[src/rtl/mips_pkg.sv]
// Shared loader protocol constants and FSM state encoding.
// StChk exists only when PROG_LOADER_CHECKSUM_EN is defined.
package mips_pkg;

    localparam int unsigned LenBits      = 16;
    localparam int unsigned BytesPerWord = 4;

`ifdef PROG_LOADER_CHECKSUM_EN
    typedef enum logic [2:0] {
        StIdle, StLenHi, StLenLo, StData, StChk, StDone, StErr
    } state_t;
`else
    typedef enum logic [2:0] {
        StIdle, StLenHi, StLenLo, StData, StDone, StErr
    } state_t;
`endif

endpackage

[src/rtl/byte_packer.sv]
// Big-endian byte-to-word assembler: first byte lands in [31:24].
// word_valid pulses for one cycle after the 4th byte of a word is taken.
module byte_packer
    import mips_pkg::*;
(
    input  logic        clk,
    input  logic        reset,
    input  logic        in_valid,
    input  logic [7:0]  in_byte,
    output logic [1:0]  byte_cnt,
    output logic [31:0] word,
    output logic        word_valid
);

    always_ff @(posedge clk) begin
        if (reset) begin
            byte_cnt   <= 2'd0;
            word       <= 32'd0;
            word_valid <= 1'b0;
        end else begin
            word_valid <= in_valid && (byte_cnt == 2'(BytesPerWord - 1));
            if (in_valid) begin
                word     <= {word[23:0], in_byte};
                byte_cnt <= byte_cnt + 2'd1;
            end
        end
    end

endmodule

[src/rtl/prog_loader.sv]
// Serial program loader: length header, big-endian words into instruction memory.
// Optional trailing XOR checksum enabled by PROG_LOADER_CHECKSUM_EN.
module prog_loader
    import mips_pkg::*;
#(
    parameter int unsigned MAX_WORDS = 256,
    parameter logic [31:0] BASE_ADDR = 32'h0000_0000
) (
    input  logic        clk,
    input  logic        reset,
    input  logic        start,
    input  logic        rx_valid,
    input  logic [7:0]  rx_byte,
    output logic        rx_ready,
    output logic        imem_we,
    output logic [31:0] imem_addr,
    output logic [31:0] imem_wdata,
    output logic        cpu_reset,
    output logic        done,
    output logic        error
);

    state_t             state;
    logic [LenBits-1:0] len;
    logic [LenBits-1:0] word_cnt;
    logic               rx_ready_q;
    logic               done_q;
    logic               error_q;
    logic               cpu_reset_q;
`ifdef PROG_LOADER_CHECKSUM_EN
    logic [7:0]         xor_q;
`endif

    logic               accept;
    logic               data_accept;
    logic [1:0]         byte_cnt;
    logic [31:0]        word;
    logic               word_valid;
    logic [LenBits-1:0] len_next;
    logic               last_word;
    logic               last_byte;
    logic               last_write;

    assign accept      = rx_valid && rx_ready_q;
    assign data_accept = accept && (state == StData);
    assign len_next    = {len[15:8], rx_byte};
    assign last_word   = (word_cnt == len - 16'd1);
    assign last_byte   = data_accept && (byte_cnt == 2'd3) && last_word;
    assign last_write  = word_valid && last_word;

    byte_packer u_packer (
        .clk        (clk),
        .reset      (reset),
        .in_valid   (data_accept),
        .in_byte    (rx_byte),
        .byte_cnt   (byte_cnt),
        .word       (word),
        .word_valid (word_valid)
    );

    always_ff @(posedge clk) begin
        if (reset) begin
            state       <= StIdle;
            len         <= '0;
            word_cnt    <= '0;
            rx_ready_q  <= 1'b0;
            done_q      <= 1'b0;
            error_q     <= 1'b0;
            cpu_reset_q <= 1'b1;
`ifdef PROG_LOADER_CHECKSUM_EN
            xor_q       <= 8'd0;
`endif
        end else begin
            case (state)
                StIdle: begin
                    if (start) begin
                        state      <= StLenHi;
                        rx_ready_q <= 1'b1;
                    end
                end
                StLenHi: begin
                    if (accept) begin
                        len[15:8] <= rx_byte;
                        state     <= StLenLo;
                    end
                end
                StLenLo: begin
                    if (accept) begin
                        len <= len_next;
                        if (len_next == '0) begin
`ifdef PROG_LOADER_CHECKSUM_EN
                            state <= StChk;
`else
                            state       <= StDone;
                            rx_ready_q  <= 1'b0;
                            done_q      <= 1'b1;
                            cpu_reset_q <= 1'b0;
`endif
                        end else if (32'(len_next) > MAX_WORDS) begin
                            state      <= StErr;
                            rx_ready_q <= 1'b0;
                            error_q    <= 1'b1;
                        end else begin
                            state <= StData;
                        end
                    end
                end
                StData: begin
`ifdef PROG_LOADER_CHECKSUM_EN
                    if (data_accept) xor_q <= xor_q ^ rx_byte;
`endif
                    // Stop taking bytes once the final one is in; leave after its write.
                    if (last_byte) rx_ready_q <= 1'b0;
                    if (word_valid) word_cnt <= word_cnt + 16'd1;
                    if (last_write) begin
`ifdef PROG_LOADER_CHECKSUM_EN
                        state      <= StChk;
                        rx_ready_q <= 1'b1;
`else
                        state       <= StDone;
                        done_q      <= 1'b1;
                        cpu_reset_q <= 1'b0;
`endif
                    end
                end
`ifdef PROG_LOADER_CHECKSUM_EN
                StChk: begin
                    if (accept) begin
                        rx_ready_q <= 1'b0;
                        if (rx_byte == xor_q) begin
                            state       <= StDone;
                            done_q      <= 1'b1;
                            cpu_reset_q <= 1'b0;
                        end else begin
                            state   <= StErr;
                            error_q <= 1'b1;
                        end
                    end
                end
`endif
                StDone, StErr: ;
                default: state <= StIdle;
            endcase
        end
    end

    assign rx_ready   = rx_ready_q;
    assign imem_we    = word_valid;
    assign imem_addr  = BASE_ADDR + {14'd0, word_cnt, 2'b00};
    assign imem_wdata = word;
    assign cpu_reset  = cpu_reset_q;
    assign done       = done_q;
    assign error      = error_q;

endmodule

[config.mk]
export PLATFORM = sky130hd
export DESIGN_NAME = prog_loader
export DESIGN_NICKNAME = d
export VERILOG_FILES = /design/src/rtl/mips_pkg.sv /design/src/rtl/byte_packer.sv /design/src/rtl/prog_loader.sv
export SDC_FILE = /design/constraint.sdc
export NUM_CORES = 1
export LEC_CHECK = 0
export CAP_MARGIN = 20
export CORE_MARGIN = 3
export CORE_UTILIZATION = 45
export CTS_CLUSTER_SIZE = 16
export DETAILED_ROUTE_END_ITERATION = 8
export GPL_TIMING_DRIVEN = 0
export PLACE_DENSITY = 0.7
export SLEW_MARGIN = 20
export SYNTH_ARGS = -nofsm -noshare
export SYNTH_HDL_FRONTEND = slang
export SYNTH_HIERARCHICAL = 1
export SYNTH_SLANG_ARGS = --single-unit
[constraint.sdc]
create_clock -name clk -period 3.1 [get_ports clk]
set_clock_uncertainty 0.05 [all_clocks]
set_input_delay 0.62 -clock clk [delete_from_list [all_inputs] [get_ports clk]]
set_output_delay 0.62 -clock clk [all_outputs]
set_load 0.01 [all_outputs]
==> impl_metrics.csv, run 1 <==
group,metric,value,unit
worst_setup_path,cp_max_fo,6,
worst_setup_path,reg2regPathDepth,9,
synthesis,yosys-top-cells-count,"nor2_1, dfxtp_1, mux2i_1",
clocking,cts.clk_slew.worst_paths,0.08,ns
run_status,status,"finished, final reports clean",
synthesis,yosysMostFrequentCell,"nor2_1",
pwr,p_int,1447,uW
timing,tightest_slew,0.7568,ns
synthesis,synth-seq-cells,74,
worst_setup_path,critPathMaxStageDelay,0.49,ns
clocking,cts_tree,"built",
drt,wl_per_cell,14.39,um
drt,drt-initial-drc-count,212,
die,rows,32,
synthesis,synth_top_cell_area_share,40.41,%
min_path,hold_end,"error$_SDFFE_PP0P_",
synthesis,synth_xor_xnor_area_share,7.406,%
grt,grt-ovfl-total,0,
die,core,7807,sq um
synthesis,synth_adder_area_share,1.024,%
worst_setup_path,required,3.29,ns
pwr,ir_drop,0.0003172,V
synthesis,synth_area,3666,sq um
worst_setup_path,worstPathArrival,3.12,ns
synthesis,avgSynthCellArea,8.834,sq um
synthesis,async_flop_share,0,%
cells_and_area,syn2layout_area_growth,29.11,%
placed_design,placed_cells,596,
timing,maxSlewViolCount,0,
timing,fmax,0.3417,GHz
clocking,cts_root_buf,"clkbuf_8",
cells_and_area,layout-drive-gt1-share,10.57,%
clocking,clkSinkCount,74,
cells_and_area,diodes,0,
placed_design,io_buffers,64,
timing,tns,0,ns
worst_setup_path,cp_num_buf_inv,1,
pwr,p_leak,0.001788,uW
clocking,clock_tree.buffer_depth,2,
pwr,p_comb_share,8.7,%
synthesis,synth_flop_cell,"dfxtp_1",
synthesis,synth_top_family_by_area,"simple AND/OR/NAND/NOR gates",
grt,first_global_vias,2880,
drt,dr.pass1.iters,4,
pwr,power_density,405.1,nW/um^2
worst_setup_path,end_kind,"flip-flop",
grt,grt_usage,19.96,%
worst_setup_path,r2r-end,"state[2]$_SDFFE_PP0P_",
worst_setup_path,crit_family,"simple AND/OR/NAND/NOR gates",
min_path,min-delay-start,"error$_SDFFE_PP0P_",
grt,grt_pass1_wl,14290,um
synthesis,synthSimpleGateAreaFrac,22.42,%
synthesis,synth_cell_types,53,
min_path,min_path_type,"reg2reg",
timing,hold_violations,0,
cells_and_area,fin_nets,521,
worst_setup_path,critical_path.slowest_cell,"or3b_2",
synthesis,ys_top_cells_by_area,"dfxtp_1, mux2i_1, nor2_1",
drt,drc,0,
drt,drt_wl_total,8822,um
die,initial_utilization,46.96,%
die,ios,81,
timing,holdWs,0.4452,ns
synthesis,synth_area_leader_cell,"dfxtp_1",
worst_setup_path,critPathLaunchType,"flip-flop",
worst_setup_path,r2r_setup_slack,0.17,ns
pwr,switchingPower,470.0,uW
die,dieArea,9266,sq um
clocking,htreeDepth,3,
worst_setup_path,path_class,"reg2reg",
pwr,pwr-share-seq,50.3,%
timing,grt_setup_unrepaired,"no",
cells_and_area,final_cells,613,
synthesis,synth_edf_count,0,
grt,grt_max_degree,14,
pwr,p_total,1917,uW
timing,setup_viol,0,
drt,post_drt_via_cell_ratio,5.145,
placed_design,detailed_place_hpwl,6582,um
timing,slew_headroom,49.16,%
drt,vias,3154,
worst_setup_path,r2r_start,"len[1]$_SDFFE_PP0P_",
min_path,hold_depth,2,
synthesis,yosysSeqAreaShare,40.41,%
grt,antenna_found_initial,0,
drt,ant_nets,0,
timing,finalCritPeriodShare,94.42,%
synthesis,synth_compound_area_share,9.420,%
placed_design,gp_congestion,0.9299,
clocking,clkLatencyLatePin,0.35,ns
pwr,clock_power_share,41.0,%
synthesis,yosysWarnings,6,
timing,post-route-min-period,2.927,ns
die,fp.dieW,96.26,um
synthesis,synth_mux_area_share,12.05,%
run,cap_violations,0,
clocking,cts_buffers,9,
die,die_y,96.26,um
cells_and_area,fin_util,60.62,%
synthesis,syn_inst,415,
worst_setup_path,cp_cell_sequence,"inv_1, ha_2, or3b_2, nor4_4, mux2i_1, or3b_1, a211o_1, o21ai_2, mux2_1",
pwr,switching_share,24.51,%
==> cell usage in the layout (no fill, tap or decap), types with 4 or more instances in the layout <==
cell type	synthesis	routed
a211o_1	4	4
a21oi_1	21	21
a31oi_1	4	4
and3_1	5	5
buf_4	16	18
clkbuf_1	11	10
clkbuf_8	0	11
clkdlybuf4s50_1	0	64
conb_1	1	16
dfxtp_1	74	73
mux2i_1	43	43
nand2_1	32	32
nand3_1	6	6
nand4_1	10	10
nor2_1	75	75
nor2b_1	5	4
nor3_1	10	9
nor4_1	7	6
o21ai_0	8	8
xnor2_1	12	12
xor2_1	19	19
==> power by group through the flow <==
| stage | sequential (uW) | clock [uW] | combinational [uW] |
|---|---|---|---|
| floorplan | 986 | 0 | 111 |
| global placement | 987 | 0 | 157 |
| detailed placement | 987 | 0 | 160 |
| CTS | 964 | 798 | 161 |
| global route | 966 | 831 | 184 |
| finish | 965 | 787 | 166 |
==> metal layers <==
| metal | up-vias | routed length [um] | track usage [%] |
|---|---|---|---|
| li1 | 1591 | - | - |
| met1 | 1466 | 4157 | 26.95 |
| met2 | 91 | 4068 | 31.34 |
| met3 | 6 | 519 | 4.613 |
| met4 | 0 | 76 | 6.517 |
| met5 | - | 0 | 0 |
==> cell families after synthesis <==
logic type / after synthesis
AO/OA/AOI/OAI: 53
XOR/XNOR: 31
adder cells (fa/ha/maj): 3
buffers and inverters: 38
flip-flops: 74
multiplexers: 44
other: 1
AND/OR/NAND/NOR: 171
==> how the worst max path moves through the flow <==
stage / startpoint / end / slack (ns) / cells past startpoint
finish: len[1]$_SDFFE_PP0P_ / state[2]$_SDFFE_PP0P_ / 0.17 / 9
global route: len[1]$_SDFFE_PP0P_ / state[2]$_SDFFE_PP0P_ / 0.05 / 9
CTS: len[0]$_SDFFE_PP0P_ / state[2]$_SDFFE_PP0P_ / 0.05 / 10
detailed placement: len[0]$_SDFFE_PP0P_ / state[2]$_SDFFE_PP0P_ / 0.06 / 10
global placement: len[0]$_SDFFE_PP0P_ / state[2]$_SDFFE_PP0P_ / 0.08 / 10
floorplan: len[0]$_SDFFE_PP0P_ / state[2]$_SDFFE_PP0P_ / 0.35 / 10
==> worst register-to-register path, stage by stage, from the launching register on <==
cell and delay, ns:
dfxtp_1 0.38, inv_1 0.09, ha_2 0.21, or3b_2 0.49
nor4_4 0.29, mux2i_1 0.11, or3b_1 0.42, a211o_1 0.30
o21ai_2 0.16, mux2_1 0.33
==> final cells by class <==
type                    instances  area (sq um)
fillers                       728          3074
multi-input cells             318          1994
flip-flops and latches         74          1483
repair buffers                 66         655.6
plain buffers                  34         247.7
clock buffers                  11         151.4
well taps                     102         127.6
clock inverters                 5         62.56
inverters                       3         11.26
==> per-stage QoR <==
| step | area, sq um | setup WS [ns] |
|---|---|---|
| 4_1_cts | 4705 | 0.05089 |
| 3_5_place_dp | 4491 | 0.05977 |
| 3_3_place_gp | 4491 | 0.07674 |
| 5_1_grt | 4733 | 0.04800 |
| 2_1_floorplan | 3722 | 0.3497 |
| 6_report | 4733 | 0.1730 |
==> what timing repair did <==
action | in CTS | in global routing
hold buffers | 0 | 0
setup buffers | 0 | 2
endpoints found under the hold margin | 0 | 0
resized for setup | 0 | 4
setup endpoints to repair | 0 | 4
==> flip-flops by register name (all words and copies together) (netlist names) <==
name and cells:
u_packer/word 32, len 16, word_cnt 16, state 3, u_packer/byte_cnt 2, cpu_reset 1, done 1, error 1
rx_ready 1, u_packer/word_valid 1
(Power assumes the default switching activity.)
==> run 2: changes to the inputs <==
Settings changed: PLACE_DENSITY 0.7 to 0.71, SYNTH_HIERARCHICAL 1 to default.
==> impl_metrics.csv, run 2 <==
group,metric,value,unit
run_status,status,"finished, final reports clean",
clocking,clkLatencyLatePin,0.35,ns
synthesis,yosysSeqAreaShare,41.47,%
worst_setup_path,worstPathArrival,3.07,ns
worst_setup_path,cp_cell_sequence,"clkbuf_2, or4_4, or3_4, nor4_1, a311oi_1, nor4_2, nand3_2, a221o_1",
drt,vias,3293,
run,cap_violations,0,
cells_and_area,reg_top3,"u_packer.word: 32 flops, len: 16 flops, word_cnt: 16 flops",
timing,finalCritPeriodShare,92.69,%
clocking,cts_buffers,9,
worst_setup_path,crit_start,"len[3]$_SDFFE_PP0P_",
drt,drt-initial-drc-count,141,
clocking,cts_resized,0,
drt,drt_wl_total,8949,um
grt,grt_max_degree,15,
timing,maxSlewViolCount,0,
synthesis,async_flop_share,0,%
grt,grt_pass1_wl,14600,um
cells_and_area,fin_util,61.52,%
worst_setup_path,cp_num_buf_inv,1,
synthesis,synth_area,3572,sq um
drt,wl_per_cell,14.05,um
die,fp.dieW,95.10,um
synthesis,synth_flop_cell,"dfxtp_1",
timing,post-route-min-period,2.873,ns
synthesis,ys_top_cells_by_area,"dfxtp_1, nand2_1, a21oi_1",
grt,grt_usage,20.54,%
worst_setup_path,critical_path.slowest_cell,"or4_4",
cells_and_area,seq_area,1481,sq um
worst_setup_path,r2r_setup_slack,0.23,ns
die,dieArea,9043,sq um
clocking,clkSinkCount,74,
die,die_y,95.10,um
die,rows,31,
synthesis,avgSynthCellArea,8.045,sq um
pwr,ir_drop,0.0002272,V
worst_setup_path,cp.depth,8,
timing,grt_setup_unrepaired,"no",
die,core,7486,sq um
worst_setup_path,critPathLaunchType,"flip-flop",
drt,dr.pass1.iters,4,
clocking,cts.clk_slew.worst_paths,0.09,ns
worst_setup_path,required,3.30,ns
drt,post_drt_via_cell_ratio,5.170,
timing,tns,0,ns
grt,first_global_vias,3041,
cells_and_area,syn2layout_area_growth,28.93,%
timing,tightest_slew,0.9042,ns
timing,hold_violations,0,
cells_and_area,fill_cells,683,
worst_setup_path,reg2regPathDepth,8,
placed_design,detailed_place_hpwl,6607,um
cells_and_area,diodes,0,
worst_setup_path,critPathMaxStageDelay,0.55,ns
min_path,min_path_type,"reg2reg",
synthesis,yosysMostFrequentCell,"nand2_1",
cells_and_area,layout-drive-gt1-share,8.364,%
drt,ant_nets,0,
cells_and_area,final_cell_mix,"nand2_1, dfxtp_1, clkdlybuf4s50_1, nor2_1, a21oi_1",
worst_setup_path,crit_family,"simple AND/OR/NAND/NOR gates",
placed_design,io_buffers,64,
synthesis,syn_inst,444,
cells_and_area,multiInputGateArea,1887,sq um
worst_setup_path,r2r_start,"len[3]$_SDFFE_PP0P_",
clocking,cts_root_buf,"clkbuf_8",
synthesis,synth-seq-cells,74,
pwr,p_leak,0.001717,uW
synthesis,synth_cell_types,51,
worst_setup_path,cp_max_fo,7,
synthesis,synth_area_leader_cell,"dfxtp_1",
clocking,holdBufCountCts,0,
placed_design,gp_congestion,0.9156,
grt,grt-ovfl-total,0,
timing,slew_headroom,39.26,%
clocking,cts_tree,"built",
timing,fmax,0.3480,GHz
worst_setup_path,end_kind,"flip-flop",
timing,setup_viol,0,
worst_setup_path,path_class,"reg2reg",
die,initial_utilization,47.72,%
synthesis,yosys-top-cells-count,"nand2_1, dfxtp_1, nor2_1",
synthesis,synth_edf_count,0,
synthesis,yosysWarnings,0,
clocking,post-cts-setup-buffers,0,
worst_setup_path,endpoint,"cpu_reset$_SDFFE_PP1P_",
clocking,clock_tree.buffer_depth,2,
grt,antenna_found_initial,0,
cells_and_area,largest_register,"u_packer.word",
cells_and_area,fin_nets,548,
clocking,htreeDepth,3,
cells_and_area,largest_reg_flops,32,
cells_and_area,final_common_cell,"nand2_1",
pwr,power_density,419.9,nW/um^2
drt,drc,0,
synthesis,synth_top_cell_area_share,41.47,%
worst_setup_path,r2r-end,"cpu_reset$_SDFFE_PP1P_",
die,ios,81,
[run 2: cell families after synthesis]
logic type,Yosys count,share of synthesized area [%]
compound gates,73,12.01
flops,74,41.47
simple gates,193,24.83
fa+ha+maj,3,1.051
mux,17,4.763
buf+inv,49,7.425
xor+xnor,34,8.336
other cells,1,0.1050
[run 2: power by group]
| group | switching (uW) | total, uW | internal [uW] |
|---|---|---|---|
| logic | 96.0 | 169 | 73.4 |
| registers | 10.9 | 970 | 959 |
| clock network | 391 | 795 | 404 |
[run 2: layer usage]
layer	routed length, um	global-route usage [%]	share of wire, %	vias to the layer above
met4	141	8.053	1.6	0
met2	4111	31.60	46	97
met1	4257	28.74	48	1539
met5	0	0	0	-
met3	439	3.236	4.9	13
li1	-	-	-	1644
[run 2: area by class of cell]
type / instances / share of cell area (%)
buffer: 39 / 4.944
clock inverter: 6 / 1.603
sequential: 74 / 32.17
multi-input combinational: 336 / 40.97
timing repair buffer: 64 / 13.91
inverter: 9 / 0.7335
tap: 99 / 2.689
clock buffer: 10 / 2.988
[run 2: worst min-delay path by stage]
stage	endpoint	from	slack, ns	cells past startpoint
finish	u_packer.word[28]$_SDFFE_PP0P_	u_packer.word[28]$_SDFFE_PP0P_	0.41	2
global route	u_packer.word[25]$_SDFFE_PP0P_	u_packer.word[25]$_SDFFE_PP0P_	0.43	2
CTS	u_packer.word[25]$_SDFFE_PP0P_	u_packer.word[25]$_SDFFE_PP0P_	0.41	2
detailed placement	u_packer.word[25]$_SDFFE_PP0P_	u_packer.word[25]$_SDFFE_PP0P_	0.40	2
global placement	u_packer.word[25]$_SDFFE_PP0P_	u_packer.word[25]$_SDFFE_PP0P_	0.39	2
floorplan	u_packer.byte_cnt[1]$_SDFFE_PP0P_	u_packer.byte_cnt[1]$_SDFFE_PP0P_	0.39	2
[run 2: stage by stage]
step	area [sq um]	std cells	hold slack [ns]	total power [uW]	setup slack, ns
final	4606	637	0.4067	1934	0.2266
after global routing	4606	637	0.4341	2006	0.1219
after CTS	4609	638	0.4111	1943	0.1440
after detailed placement	4398	622	0.3987	1158	0.1152
after global placement	4393	622	0.3947	1154	0.09959
after floorplan	3628	459	0.3900	1103	0.5849
[run 2: worst register-to-register path, cell delays in order (launching register included)]
cell	delay [ns]
dfxtp_1	0.30
clkbuf_2	0.16
or4_4	0.55
or3_4	0.42
nor4_1	0.32
a311oi_1	0.14
nor4_2	0.29
nand3_2	0.20
a221o_1	0.35
